[src/rtl/fifo_wr_arbiter_pkg.sv]
// Shared definitions for the FIFO write arbiter: FSM encoding and default sizing.
package fifo_wr_arbiter_pkg;
   typedef enum logic {
      IDLE = 1'b0,
      BUSY = 1'b1
   } state_e;

   localparam int DEF_N     = 8;
   localparam int DEF_REQS  = 4;
   localparam int DEF_BURST = 4;
endpackage

[src/rtl/fifo_wr_arbiter_if.sv]
// Requester/FIFO side bundle of the write arbiter.
interface fifo_wr_arbiter_if import fifo_wr_arbiter_pkg::*; #(
   parameter int N    = DEF_N,
   parameter int REQS = DEF_REQS
) ();
   logic [REQS-1:0]   req;
   logic [REQS*N-1:0] req_data;
   logic [REQS-1:0]   ack;
   logic [REQS-1:0]   grant;
   logic              fifo_full;
   logic              fifo_write;
   logic [N-1:0]      fifo_data;
   logic              busy;

   modport slave (
      input  req, req_data, fifo_full,
      output ack, grant, fifo_write, fifo_data, busy
   );

   modport master (
      output req, req_data, fifo_full,
      input  ack, grant, fifo_write, fifo_data, busy
   );
endinterface

[src/rtl/fifo_wr_arbiter_rr_pick.sv]
// Circular first-set search over a request vector, starting at a given index.
module fifo_wr_arbiter_rr_pick #(
   parameter int REQS = 4,
   parameter int IW   = $clog2(REQS)
) (
   input  logic [REQS-1:0] req,
   input  logic [IW-1:0]   start,
   output logic            found,
   output logic [IW-1:0]   winner
);
   int idx;

   always_comb begin
      found  = 1'b0;
      winner = '0;
      idx    = 0;
      for (int k = 0; k < REQS; k++) begin
         // wrap at REQS so non-power-of-two counts never probe a phantom index
         idx = int'(start) + k;
         if (idx >= REQS) idx = idx - REQS;
         if (!found && req[idx]) begin
            found  = 1'b1;
            winner = IW'(idx);
         end
      end
   end
endmodule

[src/rtl/fifo_wr_arbiter.sv]
// Round-robin arbiter granting bursts of up to BURST beats into one shared FIFO.
module fifo_wr_arbiter import fifo_wr_arbiter_pkg::*; #(
   parameter int N     = DEF_N,
   parameter int REQS  = DEF_REQS,
   parameter int BURST = DEF_BURST
) (
   input  logic            clk,
   input  logic            rst_n,
   fifo_wr_arbiter_if.slave bus
);
   localparam int             IW   = $clog2(REQS);
   localparam int             CW   = $clog2(BURST) + 1;
   localparam logic [CW-1:0]  LAST = CW'(BURST - 1);

   state_e          state_q, state_d;
   logic [IW-1:0]   owner_q, owner_d, ptr_q, ptr_d, owner_nxt;
   logic [CW-1:0]   cnt_q, cnt_d;
   logic            idle_found, rel_found, beat, rel;
   logic [IW-1:0]   idle_win, rel_win;

   assign owner_nxt = (owner_q == IW'(REQS - 1)) ? '0 : owner_q + 1'b1;

   fifo_wr_arbiter_rr_pick #(.REQS(REQS), .IW(IW)) u_pick_idle (
      .req(bus.req), .start(ptr_q), .found(idle_found), .winner(idle_win)
   );

   // starting after the releasing owner makes it the lowest-priority candidate
   fifo_wr_arbiter_rr_pick #(.REQS(REQS), .IW(IW)) u_pick_rel (
      .req(bus.req), .start(owner_nxt), .found(rel_found), .winner(rel_win)
   );

   assign beat = (state_q == BUSY) && bus.req[owner_q] && !bus.fifo_full && rst_n;
   assign rel  = (state_q == BUSY) && (!bus.req[owner_q] || (beat && cnt_q == LAST));

   always_comb begin
      state_d = state_q;
      owner_d = owner_q;
      ptr_d   = ptr_q;
      cnt_d   = cnt_q;
      case (state_q)
         IDLE: if (idle_found) begin
            state_d = BUSY;
            owner_d = idle_win;
            cnt_d   = '0;
         end
         BUSY: begin
            if (rel) begin
               ptr_d = owner_nxt;
               if (rel_found) begin
                  owner_d = rel_win;
                  cnt_d   = '0;
               end else begin
                  state_d = IDLE;
               end
            end else if (beat) begin
               cnt_d = cnt_q + 1'b1;
            end
         end
         default: state_d = IDLE;
      endcase
   end

   always_ff @(posedge clk) begin
      if (!rst_n) begin
         state_q <= IDLE;
         owner_q <= '0;
         ptr_q   <= '0;
         cnt_q   <= '0;
      end else begin
         state_q <= state_d;
         owner_q <= owner_d;
         ptr_q   <= ptr_d;
         cnt_q   <= cnt_d;
      end
   end

   always_comb begin
      bus.ack       = '0;
      bus.grant     = '0;
      bus.fifo_data = '0;
      if (state_q == BUSY) begin
         bus.grant[owner_q] = 1'b1;
         bus.fifo_data      = bus.req_data[owner_q*N +: N];
      end
      if (beat) bus.ack[owner_q] = 1'b1;
   end

   assign bus.fifo_write = beat;
   assign bus.busy       = (state_q == BUSY);
endmodule

[src/flat_wrapper.sv]
// flat-port wrapper written by rule: the top's interface ports become plain ports
module fifo_wr_arbiter_flat import fifo_wr_arbiter_pkg::*;
#(
   parameter int N     = DEF_N,
   parameter int REQS  = DEF_REQS,
   parameter int BURST = DEF_BURST
)
  (clk, rst_n, bus_req, bus_req_data, bus_fifo_full, bus_ack, bus_grant, bus_fifo_write, bus_fifo_data, bus_busy);
  fifo_wr_arbiter_if #(.N(N), .REQS(REQS)) bus_i ();
  input  logic clk;
  input  logic rst_n;
  input wire logic [$bits(bus_i.req)-1:0] bus_req;
  input wire logic [$bits(bus_i.req_data)-1:0] bus_req_data;
  input wire logic [$bits(bus_i.fifo_full)-1:0] bus_fifo_full;
  output wire logic [$bits(bus_i.ack)-1:0] bus_ack;
  output wire logic [$bits(bus_i.grant)-1:0] bus_grant;
  output wire logic [$bits(bus_i.fifo_write)-1:0] bus_fifo_write;
  output wire logic [$bits(bus_i.fifo_data)-1:0] bus_fifo_data;
  output wire logic [$bits(bus_i.busy)-1:0] bus_busy;
  assign bus_i.req = bus_req;
  assign bus_i.req_data = bus_req_data;
  assign bus_i.fifo_full = bus_fifo_full;
  assign bus_ack = bus_i.ack;
  assign bus_grant = bus_i.grant;
  assign bus_fifo_write = bus_i.fifo_write;
  assign bus_fifo_data = bus_i.fifo_data;
  assign bus_busy = bus_i.busy;
  fifo_wr_arbiter #(.N(N), .REQS(REQS), .BURST(BURST)) u_core (.clk(clk), .rst_n(rst_n), .bus(bus_i));
endmodule
[config.mk]
export PLATFORM = sky130hd
export DESIGN_NAME = fifo_wr_arbiter_flat
export DESIGN_NICKNAME = d
export VERILOG_FILES = /design/src/rtl/fifo_wr_arbiter_pkg.sv /design/src/rtl/fifo_wr_arbiter_if.sv /design/src/rtl/fifo_wr_arbiter_rr_pick.sv /design/src/rtl/fifo_wr_arbiter.sv /design/src/flat_wrapper.sv
export SDC_FILE = /design/constraint.sdc
export NUM_CORES = 1
export LEC_CHECK = 0
export ABC_CLOCK_PERIOD_IN_PS = 1900
export CORE_ASPECT_RATIO = 0.7
export CORE_MARGIN = 5
export CORE_UTILIZATION = 34
export CTS_BUF_LIST = sky130_fd_sc_hd__clkbuf_16
export DETAILED_ROUTE_END_ITERATION = 12
export PLACE_DENSITY = 0.78
export SYNTH_ARGS = -nofsm -noshare
export SYNTH_HDL_FRONTEND = slang
export SYNTH_SLANG_ARGS = --single-unit
[constraint.sdc]
create_clock -name clk -period 1.9 [get_ports clk]
set_clock_uncertainty 0.2 [all_clocks]
set_input_delay 0.38 -clock clk [delete_from_list [all_inputs] [get_ports clk]]
set_output_delay 0.38 -clock clk [all_outputs]
set_load 0.02 [all_outputs]
==> summary.md <==
| Metric | Value |
|---|---|
| Status | `finished, violations left` |
| Failing checks | `negative setup slack` |
| First-pass GRT wire length | `about 6.3 mm` |
| Mapped Cells | `113` |
| Die ar. | `approximately 4100 sq um` |
| Crit path largest cell delay | `about 500 ps` |
| Core area | `2800 sq um` |
| Power per cell area | `about 640 nW/um^2` |
| Slew Viols, Final | `0` |
| CP Capture Type | `output port` |
| Worst hold path type | `flip-flop to flip-flop` |
| Final worst slack | `-199 ps` |
| Total power | `roughly 1300 uW` |
| Ports | `57` |
| Aggregate global-route resource usage | `0.198` |
| Die X | `roughly 75 um` |
| Flops & latches, synth | `8` |
| Final core occ | `0.700` |
| Cell Area, Synth | `~1000 sq um` |
| CTS clk-pin slew, worst paths | `approximately 30 ps` |
| Leakage | `approximately 0.00089 uW` |
| Worst Tran Pin Value | `about 280 ps` |
| Filler instances | `208` |
| Clk network pwr share | `0.276` |
| RSZ-0062 raised after global routing | `true` |
| Critical Path AT | `~1500 ps` |
| Worst Setup SP | `u_core.owner_q[0]` |
| Die height | `roughly 55 um` |
| Crit path time final | `2100 ps` |
| DP HPWL | `about 3 mm` |
| Storage element area | `166 sq um` |
| Hold Path Origin | `u_core.cnt_q[1]` |
| Post-synth EDFFs | `0` |
| Ys flop type | `dfxtp_1` |
| Detailed Routing Iterations Pass 1 | `4` |
| FF-to-FF Start | `u_core.owner_q[1]` |
| Synth Net Count | `approximately 160` |
| CP startpoint kind | `flip-flop` |
| Switching Share | `0.314` |
| Share of cells above drive strength 1 | `0.440` |
| Number of max-cap violations | `0` |
| Crit path max fanout | `8` |
| RePlAce Congestion | `roughly 0.80` |
| CP required | `approximately 1300 ps` |
| Worst skew pair latency | `230 ps` |
| Vias/cell | `approximately 5.4` |
| Total grt overflow | `0` |
| Via Count | `1222` |
| WHS Path Cells | `2` |
| CTS root buf | `clkbuf_16` |
| Antenna violations before repair | `0` |
| CP cell instances | `buf_12, mux4_2, and2_4, buf_6` |
| Reg2reg path depth | `7` |
| Initial cell density of the core | `0.356` |
| Port Buffers | `between 50 and 60` |
| Register area share after synthesis | `0.161` |
| Pint | `862 uW` |
| Warning count from the yosys run | `0` |
| Row cnt | `16` |
| Wire per inst | `around 18 um` |
| Most common cell after layout, fill and taps aside | `dlygate4sd2_1` |
| Fmax | `476 MHz` |
| Fin. Hold Viols | `0` |
| Seq pwr share | `0.173` |
| WL final | `4.20 mm` |
| TritonCTS Buffers | `3` |
| DRC Markers | `0` |
| Nets | `~240` |
| Slowest-stage cell, CP | `mux4_2` |
| Largest net degree at the start of global routing | `20` |
| Most frequent cells in the layout | `dlygate4sd2_1 (37), buf_4 (19), buf_6 (17)` |
| Antenna diodes | `0` |
| Area delta synth->final | `96.6%` |
| ANT nets after route | `0` |
| Post-synthesis async set-or-reset flop share | `0` |
| Crit path kind | `flip-flop to output port` |
| Slew margin rel. | `0.811` |
| Comb pwr share | `0.550` |
| Multi-input logic area | `883 sq um` |
| TritonCTS clock tree | `built` |
| Vias in the first global route | `about 1300` |
| DR iter-0 viols | `between 80 and 90` |
| Tcrit/Tclk final | `1.10` |
| VDD IR-drop max | `roughly 480 uV` |
| Synth cell types | `37` |
| Final-report setup violation count | `14` |
| H-tree depth | `1` |
| TritonCTS Sinks | `8` |
| P_sw | `just under 400 uW` |
| Syn avg cell area | `roughly 9 sq um` |
| Clk buf depth | `2` |
## cells in the mapped netlist, drive strengths merged, types with 2 or more instances
master   n  share of area
nor2     3          0.011
and2    16           0.10
buf      2          0.016
nor2b    2          0.013
nand2   11          0.041
clkbuf   4          0.015
dfxtp    8           0.16
mux2i    4          0.040
or3      2          0.013
inv      8          0.030
a21o     2          0.015
nand2b   6          0.038
a21oi    4          0.020
nand3    2          0.010
o21ai    4          0.020
a211oi   3          0.023
mux4     9           0.21
ha       6          0.075
mux2     2          0.023
## layer usage
metal	track usage	share of wire	wire length, um
met1	0.241	0.37	1570
met3	0.0525	0.050	209
met4	0.0330	0.025	106
met2	0.350	0.55	2310
met5	0	0	0
## worst paths after layout
check / slack [ps] / to
max reg2reg: 50 / u_core.owner_q[1]
max: -200 / bus_fifo_data[1]
min: 290 / u_core.cnt_q[1]
min reg2reg: 290 / u_core.cnt_q[1]
## kinds of logic after synthesis
kind of cell | Yosys count | synth area share
and+or+nand+nor | 46 | 0.253
AOI/OAI and AO/OA | 24 | 0.176
muxes | 15 | 0.274
buffers and inverters | 14 | 0.0615
DFF | 8 | 0.161
adders and majority gates | 6 | 0.0753
## worst max-delay path, delay by kind of cell, from the launching register on
kind / cells / cell delay, ps
multiplexers: 1 / 500
flip-flops: 1 / 350
buffers and inverters: 2 / 260
AND/OR/NAND/NOR: 1 / 170
## registers in the layout, indices dropped and copies added (netlist names)
register         flops
u_core.cnt_q         3
u_core.owner_q       2
u_core.ptr_q         2
u_core.bus.busy      1
## metrics by stage
step | cells | worst slack (ps) | setup TNS [ps] | area, sq um | hold slack (ps)
6_report | 227 | -199 | -2350 | 1960 | 292
4_1_cts | 223 | -197 | -2730 | 1840 | 288
5_1_grt | 227 | -243 | -3130 | 1960 | 299
2_1_floorplan | 113 | 18.2 | 0 | 1050 | 238
3_3_place_gp | 217 | -794 | -10790 | 1760 | 251
3_5_place_dp | 217 | -826 | -11580 | 1760 | 277
## repair_timing
item / in CTS / in global routing
hold buffers: 0 / 0
setup endpoints to repair: 24 / 22
cloned: 0 / 1
pin swaps: 3 / 7
setup buffers: 3 / 3
gates resized for setup: 133 / 33
## power groups by stage
stage | clock network, uW | logic (uW) | registers [uW]
2_1_floorplan | 0 | 345 | 210
4_1_cts | 354 | 620 | 213
3_5_place_dp | 0 | 603 | 211
5_1_grt | 364 | 741 | 220
3_3_place_gp | 0 | 586 | 210
6_report | 347 | 691 | 218
## final cells by class
| type | instances | share of cell area |
|---|---|---|
| clock buffer | 3 | 0.0383 |
| inverter | 8 | 0.0153 |
| multi-input combinational | 91 | 0.451 |
| sequential | 8 | 0.0849 |
| tap | 36 | 0.0230 |
| timing repair buffer | 81 | 0.388 |
Note: power is estimated with default switching activity, not from simulation.
